==> src/rtl/axi_dual_burst_bridge.sv <==
// axi_dual_burst_bridge: cache-to-AXI3 master with independent read and write engines,
// so a dirty-block write-back and a refill can be in flight together.
module axi_dual_burst_bridge #(
    parameter int DATA_W      = 32,
    parameter int ADDR_W      = 32,
    parameter int BLOCK_WORDS = 8,
    parameter int ID_W        = 4,
    parameter int RD_ID       = 0,
    parameter int WR_ID       = 1
) (
    input  logic                          clk,
    input  logic                          rstn,
    input  logic                          req_valid_i,
    output logic                          req_ready_o,
    input  logic [1:0]                    req_op_i,
    input  logic [ADDR_W-1:0]             req_addr_i,
    input  logic [2:0]                    req_size_i,
    input  logic [DATA_W/8-1:0]           req_wstrb_i,
    input  logic [BLOCK_WORDS*DATA_W-1:0] req_wdata_i,
    output logic                          rd_done_o,
    output logic [BLOCK_WORDS*DATA_W-1:0] rd_data_o,
    output logic                          rd_err_o,
    output logic                          wr_done_o,
    output logic                          wr_err_o,
    output logic [ID_W-1:0]               arid_o,
    output logic [ADDR_W-1:0]             araddr_o,
    output logic [3:0]                    arlen_o,
    output logic [2:0]                    arsize_o,
    output logic [1:0]                    arburst_o,
    output logic [1:0]                    arlock_o,
    output logic [3:0]                    arcache_o,
    output logic [2:0]                    arprot_o,
    output logic                          arvalid_o,
    input  logic                          arready_i,
    input  logic [ID_W-1:0]               rid_i,
    input  logic [DATA_W-1:0]             rdata_i,
    input  logic [1:0]                    rresp_i,
    input  logic                          rlast_i,
    input  logic                          rvalid_i,
    output logic                          rready_o,
    output logic [ID_W-1:0]               awid_o,
    output logic [ADDR_W-1:0]             awaddr_o,
    output logic [3:0]                    awlen_o,
    output logic [2:0]                    awsize_o,
    output logic [1:0]                    awburst_o,
    output logic [1:0]                    awlock_o,
    output logic [3:0]                    awcache_o,
    output logic [2:0]                    awprot_o,
    output logic                          awvalid_o,
    input  logic                          awready_i,
    output logic [ID_W-1:0]               wid_o,
    output logic [DATA_W-1:0]             wdata_o,
    output logic [DATA_W/8-1:0]           wstrb_o,
    output logic                          wlast_o,
    output logic                          wvalid_o,
    input  logic                          wready_i,
    input  logic [ID_W-1:0]               bid_i,
    input  logic [1:0]                    bresp_i,
    input  logic                          bvalid_i,
    output logic                          bready_o
);
    localparam int WB = DATA_W / 8;
    localparam int OFF = $clog2(BLOCK_WORDS * WB);
    localparam int BDW = BLOCK_WORDS * DATA_W;
    localparam logic [ADDR_W-1:0] BLK_MASK = ~ADDR_W'(BLOCK_WORDS * WB - 1);
    localparam logic [ADDR_W-1:0] WORD_MASK = ~ADDR_W'(WB - 1);
    localparam logic [3:0] BLK_LEN = 4'(BLOCK_WORDS - 1);
    localparam logic [2:0] WSIZE = 3'($clog2(WB));

    typedef enum logic [1:0] {RD_IDLE, RD_AR, RD_DATA} rd_state_t;
    typedef enum logic [1:0] {WR_IDLE, WR_ADDR_DATA, WR_B} wr_state_t;

    rd_state_t         rd_state_q;
    wr_state_t         wr_state_q;
    logic              arvalid_q, rready_q, ovf_q, rerr_q, rd_done_q, rd_err_q;
    logic [ADDR_W-1:0] araddr_q, awaddr_q;
    logic [3:0]        arlen_q, awlen_q, cnt_q, widx_q;
    logic [2:0]        arsize_q, awsize_q;
    logic [BDW-1:0]    rbuf_q, rbuf_d, rd_data_q, wbuf_q;
    logic              awvalid_q, wvalid_q, wlast_q, bready_q, wr_done_q, wr_err_q;
    logic [WB-1:0]     wstrb_q;
    logic              hazard, rd_acc, wr_acc, aw_pend, w_pend;
    logic              unused_ids;

    assign unused_ids = ^{rid_i, bid_i};

    // A load may not overtake a pending write-back of the same block.
    assign hazard = (wr_state_q != WR_IDLE) && (req_addr_i[ADDR_W-1:OFF] == awaddr_q[ADDR_W-1:OFF]);
    assign req_ready_o = req_op_i[1] ? (wr_state_q == WR_IDLE) : (rd_state_q == RD_IDLE && !hazard);
    assign rd_acc = req_valid_i && req_ready_o && !req_op_i[1];
    assign wr_acc = req_valid_i && req_ready_o && req_op_i[1];

    assign arid_o    = ID_W'(RD_ID);
    assign awid_o    = ID_W'(WR_ID);
    assign wid_o     = ID_W'(WR_ID);
    assign arburst_o = 2'b01;
    assign awburst_o = 2'b01;
    assign arlock_o  = 2'b00;
    assign awlock_o  = 2'b00;
    assign arcache_o = 4'b0010;
    assign awcache_o = 4'b0010;
    assign arprot_o  = 3'b000;
    assign awprot_o  = 3'b000;

    assign araddr_o  = araddr_q;
    assign arlen_o   = arlen_q;
    assign arsize_o  = arsize_q;
    assign arvalid_o = arvalid_q;
    assign rready_o  = rready_q;
    assign rd_done_o = rd_done_q;
    assign rd_err_o  = rd_err_q;
    assign rd_data_o = rd_data_q;
    assign awaddr_o  = awaddr_q;
    assign awlen_o   = awlen_q;
    assign awsize_o  = awsize_q;
    assign awvalid_o = awvalid_q;
    assign wdata_o   = wbuf_q[DATA_W-1:0];
    assign wstrb_o   = wstrb_q;
    assign wlast_o   = wlast_q;
    assign wvalid_o  = wvalid_q;
    assign bready_o  = bready_q;
    assign wr_done_o = wr_done_q;
    assign wr_err_o  = wr_err_q;

    always_comb begin
        rbuf_d = rbuf_q;
        if (!ovf_q) rbuf_d[cnt_q*DATA_W +: DATA_W] = rdata_i;
    end

    // Beats are collected in rbuf so rd_data only changes when a load completes.
    always_ff @(posedge clk or negedge rstn) begin
        if (!rstn) begin
            rd_state_q <= RD_IDLE;
            arvalid_q  <= 1'b0;
            araddr_q   <= '0;
            arlen_q    <= '0;
            arsize_q   <= '0;
            rready_q   <= 1'b0;
            cnt_q      <= '0;
            ovf_q      <= 1'b0;
            rerr_q     <= 1'b0;
            rbuf_q     <= '0;
            rd_data_q  <= '0;
            rd_done_q  <= 1'b0;
            rd_err_q   <= 1'b0;
        end else begin
            rd_done_q <= 1'b0;
            case (rd_state_q)
                RD_IDLE: if (rd_acc) begin
                    rd_state_q <= RD_AR;
                    arvalid_q  <= 1'b1;
                    araddr_q   <= req_op_i[0] ? (req_addr_i & BLK_MASK) : req_addr_i;
                    arlen_q    <= req_op_i[0] ? BLK_LEN : 4'd0;
                    arsize_q   <= req_op_i[0] ? WSIZE : req_size_i;
                    rbuf_q     <= '0;
                end
                RD_AR: if (arready_i) begin
                    rd_state_q <= RD_DATA;
                    arvalid_q  <= 1'b0;
                    rready_q   <= 1'b1;
                    cnt_q      <= '0;
                    ovf_q      <= 1'b0;
                    rerr_q     <= 1'b0;
                end
                RD_DATA: if (rvalid_i) begin
                    rbuf_q <= rbuf_d;
                    rerr_q <= rerr_q | (rresp_i != 2'b00);
                    if (rlast_i) begin
                        rd_state_q <= RD_IDLE;
                        rready_q   <= 1'b0;
                        rd_done_q  <= 1'b1;
                        rd_data_q  <= rbuf_d;
                        rd_err_q   <= rerr_q | (rresp_i != 2'b00) | ovf_q | (cnt_q != arlen_q);
                    end else if (cnt_q == arlen_q) begin
                        ovf_q <= 1'b1;
                    end else begin
                        cnt_q <= cnt_q + 4'd1;
                    end
                end
                default: rd_state_q <= RD_IDLE;
            endcase
        end
    end

    assign aw_pend = awvalid_q && !awready_i;
    assign w_pend  = wvalid_q && !(wready_i && wlast_q);

    always_ff @(posedge clk or negedge rstn) begin
        if (!rstn) begin
            wr_state_q <= WR_IDLE;
            awvalid_q  <= 1'b0;
            awaddr_q   <= '0;
            awlen_q    <= '0;
            awsize_q   <= '0;
            wvalid_q   <= 1'b0;
            wbuf_q     <= '0;
            wstrb_q    <= '0;
            wlast_q    <= 1'b0;
            widx_q     <= '0;
            bready_q   <= 1'b0;
            wr_done_q  <= 1'b0;
            wr_err_q   <= 1'b0;
        end else begin
            wr_done_q <= 1'b0;
            case (wr_state_q)
                WR_IDLE: if (wr_acc) begin
                    wr_state_q <= WR_ADDR_DATA;
                    awvalid_q  <= 1'b1;
                    wvalid_q   <= 1'b1;
                    awaddr_q   <= req_addr_i & (req_op_i[0] ? BLK_MASK : WORD_MASK);
                    awlen_q    <= req_op_i[0] ? BLK_LEN : 4'd0;
                    awsize_q   <= req_op_i[0] ? WSIZE : req_size_i;
                    wstrb_q    <= req_op_i[0] ? '1 : req_wstrb_i;
                    wbuf_q     <= req_wdata_i;
                    wlast_q    <= !req_op_i[0];
                    widx_q     <= '0;
                end
                WR_ADDR_DATA: begin
                    if (awvalid_q && awready_i) awvalid_q <= 1'b0;
                    if (wvalid_q && wready_i) begin
                        if (wlast_q) begin
                            wvalid_q <= 1'b0;
                        end else begin
                            wbuf_q  <= wbuf_q >> DATA_W;
                            widx_q  <= widx_q + 4'd1;
                            wlast_q <= (widx_q + 4'd1 == awlen_q);
                        end
                    end
                    if (!aw_pend && !w_pend) begin
                        wr_state_q <= WR_B;
                        bready_q   <= 1'b1;
                    end
                end
                WR_B: if (bvalid_i) begin
                    wr_state_q <= WR_IDLE;
                    bready_q   <= 1'b0;
                    wr_done_q  <= 1'b1;
                    wr_err_q   <= (bresp_i != 2'b00);
                end
                default: wr_state_q <= WR_IDLE;
            endcase
        end
    end
endmodule
==> config.mk <==
export PLATFORM = sky130hd
export DESIGN_NAME = axi_dual_burst_bridge
export DESIGN_NICKNAME = d
export VERILOG_FILES = /design/src/rtl/axi_dual_burst_bridge.sv
export SDC_FILE = /design/constraint.sdc
export NUM_CORES = 2
export LEC_CHECK = 0
export CELL_PAD_IN_SITES_DETAIL_PLACEMENT = 1
export CELL_PAD_IN_SITES_GLOBAL_PLACEMENT = 1
export CORE_AREA = 5 5 320 322
export DETAILED_ROUTE_END_ITERATION = 7
export DIE_AREA = 0 0 325 327
export PLACE_DENSITY = 0.89
export SLEW_MARGIN = 20
export SYNTH_ARGS = -nofsm -noshare
export SYNTH_HDL_FRONTEND = slang
export SYNTH_SLANG_ARGS = --single-unit
==> constraint.sdc <==
create_clock -name clk -period 3.1 [get_ports clk]
set_input_delay 0.31 -clock clk [delete_from_list [all_inputs] [get_ports clk]]
set_output_delay 0.31 -clock clk [all_outputs]
set_load 0.03 [all_outputs]
Yosys cells after proc, flatten, opt, wreduce, memory -nomap -nowiden
Cells that the tools add are included.
- flip-flop bits (word level): 874
- output and inout bits: 415
- logic and storage cells: 166
- add/sub/neg operators: 3
- equal/unequal tests: 22
- shifts and indexed selects: 2
- multiplexer cells: 64
- bitwise logic cells: 4
- reduce and logical (&&, ||, !) cells: 45
- operators by type and width (cell ; count):
    $mux W256 ; 6
    $pmux W256 S2 ; 2
    $bwmux W256 ; 1
    $shift A32 B34 Y256 const A ; 1
    $shiftx A32 B34 Y256 ; 1
    $neg A9 Y34 ; 1
    $and A32 B32 Y32 ; 1
    $mux W4 ; 8
    $ne A2 B2 Y1 const B ; 14
    $eq A27 B27 Y1 ; 1
    $mux W1 ; 24
    $reduce_and A3 Y1 ; 8
    $pmux W1 S2 ; 8
    $pmux W4 S2 ; 2
    $reduce_and A4 Y1 ; 4
    $reduce_bool A2 Y1 ; 8
    $mux W2 ; 7
    $pmux W2 S3 ; 2
    $logic_and A1 B1 Y1 ; 11
    $mux W5 ; 2
    $reduce_and A5 Y1 ; 2
    $add A4 B1 Y4 const B ; 2
    $eq A4 B4 Y1 ; 2
    $logic_not A1 Y1 ; 7
    other kinds (7) ; 15

Depth between registers and ports, before layout
- depth after elaboration: 9
- gate-level depth with buffers: 12
- depth with buffers taken out: 7

Worst setup path after synthesis
OpenSTA, ideal clock, no wires.
- kind: register -> register
- start point: reg cnt_q[0]
- end point: reg rbuf_q[224]
- setup time: 0.121 ns
- data arrival time: 2.700 ns
- data required time: 2.979 ns
- slack: 0.279 ns
- stages on the path, launching flop included: 12
- cells stage by stage: dfrtp_1 -> clkbuf_1 -> clkbuf_1 -> inv_1 -> ha_1 -> nor3b_1 -> o211ai_1 -> or2_2 -> clkbuf_1 -> clkbuf_1 -> a21oi_1 -> nor2_1
- word-level cells in the longest chain between the ends: 6
- elaborated cells between the ends (all ways): 7
- those cells by class: add/sub: 1; shift: 2; mux: 4
- RTL lines (item ; line ; RTL):
    from (decl) ; 77 ; logic [3:0] arlen_q, awlen_q, cnt_q, widx_q;
    from (signal assigned) ; 177 ; cnt_q <= cnt_q + 4'd1;
    $neg A9 Y34 * ; 127 ; if (!ovf_q) rbuf_d[cnt_q*DATA_W +: DATA_W] = rdata_i;
    $shiftx A32 B34 Y256 / $shift A32 B34 Y256 (equally long branches) ; 127 ;
    $bwmux W256 * ; 127 ;
    $mux W256 * ; 127 ;
    $mux W256 * ; 165 ; RD_DATA: if (rvalid_i) begin
    $pmux W256 S2 * ; 148 ; case (rd_state_q)
    to (signal assigned) ; 166 ; rbuf_q <= rbuf_d;
    to (decl) ; 79 ; logic [BDW-1:0] rbuf_q, rbuf_d, rd_data_q, wbuf_q;
Mark *: on every way between the ends. The rest lies on a longest branch, timed or not. The select of a mux whose other input is x is not followed.
A chain may end at the register's enable or synchronous reset.

Worst setup path in the final report
- start point: reg cnt_q[0]
- end point: reg rbuf_q[235]
Same word-level chain as after synthesis.

==> metrics list <==
- The global routing stage identified its most utilized layer as met2.
- Cell area after technology mapping: 38,440 µm²
- Of all flip-flops after synthesis, the portion carrying an async set or reset was 1.000.
- Across all layers, the routed design uses 35,080 vias.
* Worst slew slack as a fraction of its limit: 0.4083
- Die Span Y: 327 µm
- Vias in the first global route: 37,900
- Yosys mapped the design onto 52 distinct sky130hd cell types.
* Reported leakage power: 21.87 nW
* IO Pins: between 700 and 800
* Clock slew at reported path FFs: ~0.060 ns
* Total clock buffers created by CTS: 96
- Area taken by multi-input logic gates: about 15,000 µm²
* Largest net degree at the start of global routing: 120
* Core region area: 99,280 µm²
- Final setup skew: 0.03046 ns
- For met2 alone, demand over resource in global routing was 0.4694.
- For the worst setup path, the data arrival time is 3.52 ns.
- Overflow left after global routing: 0
- For this configuration, the core starts out at a cell density of 0.3872.
- Filler Cell Count: 11,200
* Max Fanout on Critical Path: 21
- In the routed layout, each cell is associated on average with a via count of 5.632.
* Std-Cell Rows: about 120
- Average instance area after synthesis: 8.987 µm²
- STA classifies the critical path endpoint as a register.
- Counting flops and latches in the post-synthesis netlist gives 866.
* Syn. warnings: 0
* Die width: 325 µm
- sky130_fd_sc_hd__dfrtp_1 takes more of the synthesized area than any other cell.
- Setup violations remaining at the end of the flow were counted as 0.
- Top post-synthesis cells by area: sky130_fd_sc_hd__dfrtp_1, sky130_fd_sc_hd__nand2_1, sky130_fd_sc_hd__nor2_1
* Number of hold violations in the final report: 0
* RePlAce Congestion: 0.8711
- The clock period could shrink to 2.954 ns.
- Element type at the critical path start: register
- During placement, the flow inserted port buffers numbering between 700 and 800.
- Antenna-violating nets left: 0
* Total wirelength of the detailed-routed design: 158,400 µm
- Area taken by flip-flops and latches: 21,670 µm²
- Of the available clock period, the critical path in the final layout requires 0.9528.
- The top cell types in the final layout, fill and taps aside, are sky130_fd_sc_hd__nand2_1, sky130_fd_sc_hd__dfrtp_1, sky130_fd_sc_hd__clkdlybuf4s50_1.
- Worst ir drop on vdd: around 700 µV
* CTS tree: yes
* Overall fraction of global-route tracks in use: 0.2855
* Wire length per cell after detailed routing: 25.44 µm
* Worst-case clock buffer depth: 3
- CTS root buf: sky130_fd_sc_hd__clkbuf_16
- In the routed design, unresolved DRC markers number 0.
- Required arrival time at the worst endpoint: 3.67 ns
- Clock sinks: 866
- Yosys mapped a number of flops with a built-in enable equal to 0.
- GRT met3 Usage: 0.07425
* Leading cell type in the layout, fill and taps excluded: sky130_fd_sc_hd__nand2_1
- Compared with the post-synthesis result, the final layout area differs by 30.36%.
* Most used DFF post-synth: sky130_fd_sc_hd__dfrtp_1
* First-pass GRT wire length: 235,900 µm
- In the final timing run, aggregate negative setup slack is 0 ns.
- In the final layout, the share of cells above drive strength 1 is 0.07629.
- The worst setup path is of the register to register kind.
* Power per standard cell area: 863.6 nW/µm²
* Worst min path class: input port to async pin
- Placed insts: 6,010
- The number of pins exceeding their max-slew limit in the final report was 0.
* Max-cap violations: 0
* Global routing usage on met1: 0.3349
- Total number of nets in the final design: 5,165
- Detailed placement finished with a half-perimeter wire length of 106,100 µm.
- For the pin with the worst max-slew slack, the measured transition is between 0.8 and 0.9 ns.
* Fraction of the yosys area taken by sequential cells: 0.5638
- Clock insertion delay at the later pin of the skew report: 0.68 ns
- For this run, the detailed router's first-pass iteration total came to 5.
- Setup repair after global routing left no endpoint under its margin.
- Timing would allow up to 0.3386 GHz.
- Cells after synthesis: 4,277
- Of the post-synthesis cell area, the dominant cell type holds 0.5638.
* Outcome: completed
* Total number of H-tree levels: 3
* Non-filler instance count after layout: 6,228
* Die area: 106,300 µm²
- DRC marker count from the first detailed-route iteration: roughly 2,800
- Antenna violations before repair: 47
[stage by stage]
step	setup slack [ns]	util	instance area, µm²	hold WS [ns]	power, mW
2_1_floorplan	0.2787	-	38570	0.01441	24.71
3_3_place_gp	0.02322	0.4706	46720	0.2894	29.99
3_5_place_dp	0.02305	0.4706	46720	0.2894	30.78
4_1_cts	0.02424	0.5037	50000	0.1582	43.23
5_1_grt	0.04162	0.5046	50090	0.1909	45.14
6_report	0.1465	0.5047	50110	0.1967	43.27
[report_power, final]
part	switching, mW	internal, mW	leakage (nW)
Clock	4.97	7.10	1.60
Combinational	9.87	5.30	9.06
Sequential	2.12	13.9	11.2
[final timing paths]
kind | slack (ns) | start | end | cells after the start
setup reg to reg | 0.15 | cnt_q[0]$_DFFE_PN0P_ | rbuf_q[235]$_DFFE_PN0P_ | 8
min in group clk | 0.20 | req_wdata_i[70] | wbuf_q[70]$_DFFE_PN0P_ | 3
max in group asynchronous | 1.77 | rstn | wbuf_q[251]$_DFFE_PN0P_ | 3
setup / recovery | 0.15 | cnt_q[0]$_DFFE_PN0P_ | rbuf_q[235]$_DFFE_PN0P_ | 8
hold / removal | 0.20 | rstn | wbuf_q[44]$_DFFE_PN0P_ | 2
hold reg to reg | 0.48 | rd_data_o[171]$_DFFE_PN0P_ | rd_data_o[171]$_DFFE_PN0P_ | 2
[synth_stat cells, types with 3 or more instances]
| master | number |
|---|---|
| sky130_fd_sc_hd__a21oi_1 | 348 |
| sky130_fd_sc_hd__a21oi_2 | 51 |
| sky130_fd_sc_hd__a22o_1 | 32 |
| sky130_fd_sc_hd__a31oi_1 | 226 |
| sky130_fd_sc_hd__and2_0 | 19 |
| sky130_fd_sc_hd__and2_1 | 14 |
| sky130_fd_sc_hd__buf_1 | 13 |
| sky130_fd_sc_hd__buf_2 | 85 |
| sky130_fd_sc_hd__buf_4 | 77 |
| sky130_fd_sc_hd__buf_6 | 12 |
| sky130_fd_sc_hd__clkbuf_1 | 237 |
| sky130_fd_sc_hd__dfrtp_1 | 866 |
| sky130_fd_sc_hd__ha_1 | 4 |
| sky130_fd_sc_hd__inv_1 | 7 |
| sky130_fd_sc_hd__mux2_2 | 40 |
| sky130_fd_sc_hd__mux2i_1 | 129 |
| sky130_fd_sc_hd__nand2_1 | 1158 |
| sky130_fd_sc_hd__nand2b_1 | 5 |
| sky130_fd_sc_hd__nand3_1 | 74 |
| sky130_fd_sc_hd__nand4_1 | 7 |
| sky130_fd_sc_hd__nor2_1 | 508 |
| sky130_fd_sc_hd__nor2b_1 | 12 |
| sky130_fd_sc_hd__nor3_1 | 9 |
| sky130_fd_sc_hd__nor3b_1 | 3 |
| sky130_fd_sc_hd__nor4_1 | 8 |
| sky130_fd_sc_hd__nor4b_1 | 3 |
| sky130_fd_sc_hd__o21ai_0 | 263 |
| sky130_fd_sc_hd__o21ai_1 | 4 |
| sky130_fd_sc_hd__or2_2 | 4 |
| sky130_fd_sc_hd__xnor2_1 | 8 |
| sky130_fd_sc_hd__xor2_1 | 24 |
[kinds of logic (layout without fill, tap and decap cells)]
group,after synthesis,in the layout,share of synthesized area
xor gates and xnor gates,32,32,0.007292
DFF,866,866,0.5638
other,2,79,0.0001954
AOI/OAI and AO/OA,934,934,0.1381
muxes,169,169,0.04531
and+or+nand+nor,1839,1839,0.1893
buffers and inverters,431,1007,0.05472
adders and majority gates,4,4,0.001302
[area by class of cell]
type,instances,share of cell area
Antenna cell,41,0.002048
Clock buffer,144,0.05686
Clock inverter,32,0.008265
Inverter,7,0.0005244
Multi-Input combinational cell,3016,0.2977
Sequential cell,866,0.4326
Tap cell,1298,0.03241
Timing Repair Buffer,824,0.1697
[worst max-delay path, cell delays in order (launching register included)]
cell,delay [ns]
sky130_fd_sc_hd__dfrtp_4,0.49
sky130_fd_sc_hd__nor3_1,0.33
sky130_fd_sc_hd__ha_1,0.24
sky130_fd_sc_hd__nor3b_1,0.50
sky130_fd_sc_hd__o211ai_1,0.36
sky130_fd_sc_hd__nor2_4,0.37
sky130_fd_sc_hd__buf_12,0.23
sky130_fd_sc_hd__nand3_1,0.11
sky130_fd_sc_hd__a21oi_1,0.20
[routing by layer]
| metal | vias up | share of wire |
|---|---|---|
| met4 | 18 | 0.070 |
| met3 | 498 | 0.076 |
| met1 | 17790 | 0.38 |
| met2 | 1596 | 0.48 |
| met5 | - | 0.00073 |
| li1 | 15180 | - |
[registers in the layout, summed over array words and instances (netlist names), 2 cells and up]
signal      cells
rbuf_q        256
rd_data_o     256
wbuf_q        256
araddr_o       32
awaddr_o       30
cnt_q           4
widx_q          4
wstrb_o         4
arsize_o        3
awsize_o        3
rd_state_q      2
wr_state_q      2
[repair_timing]
action	in CTS	in global routing
hold buffers	1	0
buffers inserted	0	0
setup endpoints to repair	1	35
endpoints found under the hold margin	34	0
resized for setup	5	5
pin swaps	0	1
(Power assumes the default switching activity.)
